## config.mk

```make
export PLATFORM = sky130hd
export DESIGN_NAME = interrupt_controller
export DESIGN_NICKNAME = d
export VERILOG_FILES = /design/src/rtl/irq_pkg.sv /design/src/rtl/irq_priority_encoder.sv /design/src/rtl/interrupt_controller.sv
export SDC_FILE = /design/constraint.sdc
export NUM_CORES = 1
export LEC_CHECK = 0
export CELL_PAD_IN_SITES_DETAIL_PLACEMENT = 1
export CELL_PAD_IN_SITES_GLOBAL_PLACEMENT = 1
export CORE_MARGIN = 10
export CORE_UTILIZATION = 34
export CTS_CLUSTER_DIAMETER = 60
export DETAILED_ROUTE_END_ITERATION = 10
export PLACE_DENSITY_LB_ADDON = 0.08
export SYNTH_ARGS = -nofsm -noshare
export SYNTH_HDL_FRONTEND = slang
export SYNTH_SLANG_ARGS = --single-unit
```

## constraint.sdc

```tcl
create_clock -name clk -period 6.2 [get_ports clk]
set_clock_uncertainty 0.1 [all_clocks]
set_input_delay 1.86 -clock clk [delete_from_list [all_inputs] [get_ports clk]]
set_output_delay 1.86 -clock clk [all_outputs]
set_load 0.005 [all_outputs]
```

## src/rtl/irq_pkg.sv

```systemverilog
// Shared types and helpers for the interrupt controller.
package irq_pkg;

    typedef enum logic [1:0] {
        IDLE    = 2'd0,
        REQUEST = 2'd1,
        SERVICE = 2'd2
    } irq_state_t;

    localparam logic [31:0] VECTOR_BASE_DEF = 32'h0000_0100;

    // Cause/ID width; one bit minimum so a single-line build still has a field.
    function automatic int IRQ_ID_W(input int n);
        return (n <= 1) ? 1 : $clog2(n);
    endfunction

endpackage

```

## src/rtl/irq_priority_encoder.sv

```systemverilog
// Lowest-index-first priority encoder over the eligible interrupt set.
module irq_priority_encoder #(
    parameter int N    = 8,
    parameter int ID_W = 3
) (
    input  logic [N-1:0]    i_req,
    output logic            valid,
    output logic [ID_W-1:0] id
);

    always_comb begin
        valid = |i_req;
        id    = '0;
        // Scan downward so the lowest set index is the last one written.
        for (int k = N - 1; k >= 0; k--) begin
            if (i_req[k]) id = ID_W'(k);
        end
    end

endmodule

```

## src/rtl/interrupt_controller.sv

```systemverilog
// Edge-captured, fixed-priority interrupt controller: requests a flush from the
// hazard unit, redirects fetch to a vector, and restores the PC on return.
module interrupt_controller
    import irq_pkg::*;
#(
    parameter int              NUM_IRQ       = 8,
    parameter int              XLEN          = 32,
    parameter logic [XLEN-1:0] VECTOR_BASE   = XLEN'(VECTOR_BASE_DEF),
    parameter int              VECTOR_STRIDE = 4
) (
    input  logic                         clk,
    input  logic                         rst,
    input  logic [NUM_IRQ-1:0]           irq_lines,
    input  logic                         global_en,
    input  logic                         mask_we,
    input  logic [NUM_IRQ-1:0]           mask_wdata,
    input  logic                         interrupt_en,
    input  logic [XLEN-1:0]              pc_ID,
    input  logic                         mret_EXE,
    output logic                         interrupt_ctrl,
    output logic                         irq_pc_sel,
    output logic [XLEN-1:0]              irq_target_pc,
    output logic [XLEN-1:0]              epc,
    output logic [IRQ_ID_W(NUM_IRQ)-1:0] irq_cause,
    output logic                         in_service
);

    localparam int ID_W = IRQ_ID_W(NUM_IRQ);

    irq_state_t         r_state;
    logic [NUM_IRQ-1:0] r_prev;
    logic [NUM_IRQ-1:0] r_pending;
    logic [NUM_IRQ-1:0] r_mask;
    logic [ID_W-1:0]    r_req_id;
    logic [ID_W-1:0]    r_cause;
    logic [XLEN-1:0]    r_epc;
    logic               r_ctrl;
    logic               r_in_service;

    logic [NUM_IRQ-1:0] w_rise;
    logic [NUM_IRQ-1:0] w_clr;
    logic [NUM_IRQ-1:0] w_elig;
    logic               w_enc_valid;
    logic [ID_W-1:0]    w_enc_id;
    logic               w_req_live;
    logic               w_grant;
    logic               w_ret;
    logic [XLEN-1:0]    w_vector;

    assign w_rise     = irq_lines & ~r_prev;
    assign w_elig     = global_en ? (r_pending & r_mask) : '0;
    assign w_req_live = r_pending[r_req_id] & r_mask[r_req_id] & global_en;
    assign w_grant    = r_ctrl & interrupt_en;
    assign w_ret      = r_in_service & mret_EXE;
    assign w_clr      = w_grant ? (NUM_IRQ'(1) << r_req_id) : '0;
    assign w_vector   = VECTOR_BASE + XLEN'(r_req_id) * XLEN'(VECTOR_STRIDE);

    irq_priority_encoder #(
        .N    (NUM_IRQ),
        .ID_W (ID_W)
    ) u_prio (
        .i_req (w_elig),
        .valid (w_enc_valid),
        .id    (w_enc_id)
    );

    // A fresh edge outranks the grant-clear on the same bit.
    always_ff @(posedge clk or posedge rst) begin
        if (rst) begin
            r_prev    <= '0;
            r_pending <= '0;
            r_mask    <= '0;
        end else begin
            r_prev    <= irq_lines;
            r_pending <= (r_pending & ~w_clr) | w_rise;
            if (mask_we) r_mask <= mask_wdata;
        end
    end

    always_ff @(posedge clk or posedge rst) begin
        if (rst) begin
            r_state      <= IDLE;
            r_req_id     <= '0;
            r_cause      <= '0;
            r_epc        <= '0;
            r_ctrl       <= 1'b0;
            r_in_service <= 1'b0;
        end else begin
            case (r_state)
                IDLE: begin
                    if (w_enc_valid) begin
                        r_state  <= REQUEST;
                        r_req_id <= w_enc_id;
                        r_ctrl   <= 1'b1;
                    end
                end
                REQUEST: begin
                    if (interrupt_en) begin
                        r_state      <= SERVICE;
                        r_epc        <= pc_ID;
                        r_cause      <= r_req_id;
                        r_ctrl       <= 1'b0;
                        r_in_service <= 1'b1;
                    end else if (!w_req_live) begin
                        r_state <= IDLE;
                        r_ctrl  <= 1'b0;
                    end
                end
                SERVICE: begin
                    if (mret_EXE) begin
                        r_state      <= IDLE;
                        r_in_service <= 1'b0;
                    end
                end
                default: begin
                    r_state      <= IDLE;
                    r_ctrl       <= 1'b0;
                    r_in_service <= 1'b0;
                end
            endcase
        end
    end

    assign interrupt_ctrl = r_ctrl;
    assign in_service     = r_in_service;
    assign irq_pc_sel     = w_grant | w_ret;
    assign irq_target_pc  = w_grant ? w_vector : (w_ret ? r_epc : '0);
    assign epc            = r_epc;
    assign irq_cause      = r_cause;

endmodule

```

==> metrics.csv, run 1 <==
metric,value,unit
synth_top_area_share,57.7,%
clock_latency,340,ps
insertedDiodeCount,0,
synth-simple-area-share,12.6,%
cts_buffers,9,
synth.largest_area_cell,dfrtp_1,
worstHoldPathType,flip-flop to flip-flop,
drtPass1Iterations,4,
dr_wl_met3,642,µm
first_iter_violations,72,
start_util,34.9,%
die_height,112,µm
post_cts_buffers,0,
netlist_top_cells_area,"dfrtp_1 58%, mux2_2 16%, and2_1 6.1%",
synthAdderAreaFrac,0,%
drv_slew,0,
syn2layout_area_growth,53.7,%
grt_max_degree,35,
crit_path_max_incr_delay,540,ps
cts_hold_buf,0,
fmax,180,MHz
synthMuxAreaShare,17.8,%
crit_family,buffers and inverters,
worst_pin_slew,682,ps
fin_crit_sh,89.5,%
synth_top_family_by_area,multiplexers,
drc_errors,0,
syn_area_per_cell,11.9,µm²
setup_violations,0,
synth_warnings,0,
antenna_left,0,
clkTransAtPathRegs,60,ps
synthXorXnorAreaFrac,0,%
status,"finished, final reports clean",
required,4240,ps
layout_setup_ws,652,ps
crit_path_cell_trace,"clkdlybuf4s50_1, nand2_1, a21oi_2, buf_4, nand2_1, o21ai_0, clkdlybuf4s50_1",
synth_fp_nets,294,
overflow,0,
maxCapViolations,0,
n_fill_cell,901,
routed_wirelength,8560,µm
final_area,4400,µm²
core-area,8220,µm²
antenna_found_initial,0,
hpwl,6730,µm
met2WireLength,4240,µm
ys_types,31,
path_buf_inv,3,
end_kind,output pin,
reg2reg_slack,4200,ps
grt_pass1_vias,2452,
seq_area,1650,µm²
grt_util_all_layers,13.6,%
holdPathStages,1,
grt_pass1_wl,13700,µm
r2r_start,r_state[0],
vias_per_cell,4.83,
top_layer,met4,
worst-path-max-fanout,31,
startpoint_type,primary input,
holdPathEnd,r_pending[1],
dieWidth,112,µm
power_leakage,1.85,nW
drive_above_1_share,18.2,%
pre_cts_ws,611,ps
multi_input_area,1130,µm²
synth_seq_cells,66,
vdd_ir_drop_max,154,µV
ios,124,
cts_tree,done,
num-nets-final,422,
worstHoldStart,r_prev[1],
r2r-end,epc[23],
port_buffers,123,
synthCells,240,
rsz0062_at_grt,no,
htree_num_levels,3,
critPathArrivalTime,3590,ps
cts_resized,0,
gp_congestion,0.819,
relSlewSlack,54.4,%
vias,2311,
synth_compound_area_share,9.04,%
critPathKind,primary input to output pin,
placed_cell_area,4210,µm²
r2r_cells,3,
finalHoldViolations,0,
synth_area,2860,µm²
rows,33,
period_minus_slack,5550,ps
yosysSeqAreaShare,57.7,%
die_area,12500,µm²
wl_met1,3610,µm
power_density,420,nW/µm²
clock_sink_count,66,
clk_path_buf_depth,2,
setup-tns-final,0,ps
crit_path_top_delay_cell,clkdlybuf4s50_1,
routedWlPerCell,17.9,µm
cts_root_buf,clkbuf_8,
==> kinds of logic after synthesis <==
group,after synthesis
flip-flops,66
multiplexers,43
AND/OR/NAND/NOR,70
AO/OA/AOI/OAI,41
buffers and inverters,20
==> final cells by class <==
cell class / instances / area share, %
flip-flops and latches: 66 / 37.5
repair buffers: 126 / 28.5
multi-input cells: 154 / 25.8
clock buffers: 12 / 3.75
well taps: 105 / 2.98
inverters: 11 / 0.938
clock inverters: 4 / 0.568
==> sequential cells by signal (all words and copies together) (netlist names) <==
signal	cells
epc	32
in_service	1
interrupt_ctrl	1
irq_cause	3
r_mask	8
r_pending	8
r_prev	8
r_req_id	3
r_state	2
==> report_power, final <==
part	total (mW)	internal, mW	leakage (nW)	switching [mW]
sequential	0.717	0.589	0.764	0.128
clock	0.340	0.176	0.0944	0.164
combinational	0.791	0.512	0.993	0.279
==> worst reg2reg max path: cells and delay by family (launching register included) <==
kind,cells,cell delay [ps]
buffers and inverters,1,440
flip-flops,1,440
multiplexers,1,380
AND/OR/NAND/NOR,1,520
==> stage by stage <==
stage / util, % / hold WS, ps / total power [mW] / instances
2_1_floorplan: - / 300 / 1.02 / 240
3_3_place_gp: 51.3 / 302 / 1.52 / 462
3_5_place_dp: 51.3 / 309 / 1.54 / 462
4_1_cts: 53.6 / 322 / 1.89 / 478
5_1_grt: 53.6 / 343 / 1.99 / 478
6_report: 53.6 / 319 / 1.85 / 478
==> worst max path at each step <==
stage	cells past startpoint	slack, ps	endpoint	start
global route	7	490	irq_target_pc[3]	mret_EXE
global placement	7	700	irq_target_pc[4]	mret_EXE
finish	7	650	irq_target_pc[3]	mret_EXE
detailed placement	7	610	irq_target_pc[3]	mret_EXE
CTS	7	610	irq_target_pc[3]	mret_EXE
floorplan	4	1740	irq_target_pc[24]	mret_EXE
==> per-layer routing <==
layer / vias to the layer above / GRT usage, %
met5: - / 0
met4: 0 / 4.28
met3: 8 / 5.37
met2: 77 / 23.4
met1: 1136 / 15.2
li1: 1090 / -
==> synth_stat cells (all sizes together) <==
cell type  instances
o21ai             19
nand3              3
nand4              1
o211ai             1
or2                1
o21a               1
mux2              41
nand2b             1
a21bo              1
mux4               2
a32o               1
a31o               1
nor4bb             1
inv               11
a22oi              1
buf                5
o31ai              2
nand3b             1
a31oi              1
nand2             31
and2              28
nor2               2
dfrtp             66
a22o               5
o41ai              1
o22a               1
a21oi              6
clkbuf             4
or4                1
==> cells in the final DEF, fill, tap and decap left out, types with 3 or more instances in the layout <==
| cell | count |
|---|---|
| a21oi_1 | 5 |
| inv_1 | 8 |
| nand3_1 | 3 |
| inv_2 | 3 |
| clkdlybuf4s50_1 | 123 |
| mux2_2 | 41 |
| nand2_1 | 31 |
| dfrtp_1 | 66 |
| clkbuf_8 | 12 |
| a22o_1 | 5 |
| and2_1 | 28 |
| o21ai_0 | 19 |
| buf_4 | 3 |
(Power assumes the default switching activity.)
==> inputs of run 2 (changes only) <==
CORE_UTILIZATION = 32   (was 34)
clock period = 5.95 ns   (was 6.2 ns; I/O delays follow)
==> run 2 against run 1 <==
Compared with the run above:
- via count is 1.2% lower
- highest routed layer unchanged
- critical endpoint is now irq_target_pc[21]
- die area is 5.1% higher
- worst setup slack worse by 100 ps
==> metrics.csv, run 2 (synthesis results as in run 1) <==
metric,value,unit
antenna_left,0,
vias,2283,
port_buffers,123,
cts_resized,0,
final_area,4400,µm²
relSlewSlack,38.6,%
clk_path_buf_depth,2,
met2WireLength,3970,µm
maxCapViolations,0,
worst-path-max-fanout,31,
fin_crit_sh,90.8,%
largest_reg_flops,32,
ios,124,
seq_area,1650,µm²
rows,34,
setup_violations,0,
wl_met1,3570,µm
drv_slew,0,
p_sw,582,µW
antenna_found_initial,0,
finish.utilization,50.5,%
worst_pin_slew,920,ps
setup-tns-final,0,ps
rsz0062_at_grt,no,
post-place-cells,465,
final_common_cell,clkdlybuf4s50_1,
clock_latency,330,ps
top_layer,met4,
drc_errors,0,
vias_per_cell,4.76,
cts_root_buf,clkbuf_8,
routedWlPerCell,17.6,µm
drive_above_1_share,17.2,%
dr_wl_met3,834,µm
first_iter_violations,76,
fin_cells,480,
power_leakage,1.85,nW
grt_pass1_vias,2487,
die_area,13100,µm²
grt_max_degree,45,
syn2layout_area_growth,53.7,%
cts_tree,done,
required,4070,ps
htree_num_levels,3,
num-nets-final,422,
cts_hold_buf,0,
end_kind,output pin,
placed_cell_area,4220,µm²
grt_pass1_wl,13400,µm
status,"finished, final reports clean",
clkTransAtPathRegs,70,ps
start_util,32.8,%
post_cts_buffers,0,
core-area,8720,µm²
fmax,185,MHz
layout_common_cells,"123 x clkdlybuf4s50_1, 66 x dfrtp_1, 41 x mux2_2",
cts_buffers,9,
insertedDiodeCount,0,
combPwrFrac,42.5,%
dieWidth,115,µm
vdd_ir_drop_max,183,µV
hpwl,6590,µm
sw_frac_of_total,30.1,%
n_fill_cell,953,
startpoint_type,primary input,
power.internal,1.35,mW
finalHoldViolations,0,
critPathArrivalTime,3520,ps
worstHoldPathType,flip-flop to flip-flop,
gp_congestion,0.773,
critPathKind,primary input to output pin,
multi_input_area,1130,µm²
period_minus_slack,5400,ps
grt_util_all_layers,12.9,%
p_seq_share,38.7,%
routed_wirelength,8470,µm
power_density,439,nW/µm²
die_height,115,µm
drtPass1Iterations,6,
clock_power_share,18.8,%
clock_sink_count,66,
overflow,0,
## run 2: changes by cell type in the layout (fill, tap and decap cells not counted), sizes merged
cell	change
clkbuf	+1
bufinv	+1
clkinv	-2
clkinvlp	-1
## run 2: layout make-up
| class | count | share of cell area, % |
|---|---|---|
| Timing Repair Buffer | 126 | 28.5 |
| Multi-Input combinational cell | 154 | 25.8 |
| Sequential cell | 66 | 37.5 |
| Inverter | 11 | 0.938 |
| Clock buffer | 13 | 3.38 |
| Tap cell | 108 | 3.07 |
| Clock inverter | 2 | 0.853 |
## run 2: critical path, stage by stage
cell and delay [ps]:
clkdlybuf4s50_1 530, nand2_1 100, a21oi_2 110, buf_4 280, and2_1 170, clkdlybuf4s50_1 520
## run 2: routing by layer
metal | vias up | global-route usage (%)
met4 | 0 | 5.68
met5 | - | 0
met2 | 74 | 19.9
met1 | 1117 | 14.9
met3 | 6 | 5.82
li1 | 1086 | -
## run 2: stage by stage
stage	total power [mW]	hold slack (ps)	worst slack, ps
3_5_place_dp	1.60	312	533
5_1_grt	2.08	329	353
4_1_cts	1.97	321	526
2_1_floorplan	1.07	300	1640
3_3_place_gp	1.58	304	581
6_report	1.93	315	548
## run 2: power groups by stage
stage                     registers (mW)  logic (mW)  clock network, mW
after floorplan                    0.737       0.330                  0
after global placement             0.754       0.827                  0
after detailed placement           0.760       0.841                  0
after CTS                          0.751       0.844              0.379
after global routing               0.778       0.902              0.399
final                              0.748       0.822              0.363
## run 2: path summary, 6_finish.rpt
| check | from | endpoint | slack [ps] | cells after the start |
|---|---|---|---|---|
| min in group asynchronous | rst | epc[23] | 1870 | 2 |
| hold reg to reg | r_prev[1] | r_pending[1] | 310 | 1 |
| setup reg to reg | r_pending[5] | r_req_id[0] | 4230 | 4 |
| max in group asynchronous | rst | epc[1] | 2990 | 3 |
| hold / removal | r_prev[1] | r_pending[1] | 310 | 1 |
| setup / recovery | mret_EXE | irq_target_pc[21] | 550 | 6 |
==> inputs of run 3 (changes only) <==
CORE_UTILIZATION = 34   (was 32)
CTS_CLUSTER_SIZE = 8   (was unset)
clock period = 6.25 ns   (was 5.95 ns; I/O delays follow)
==> results of run 3 <==
Same layout as run 1 (identical final DEF). Status: finished, final reports clean.
Among the figures that moved: setup slack after placement 611 ps -> 631 ps; setup slack after layout 652 ps -> 672 ps; register-to-register setup slack 4200 ps -> 4250 ps; total power 1.85 mW -> 1.83 mW; worst IR drop on VDD 154 µV -> 153 µV
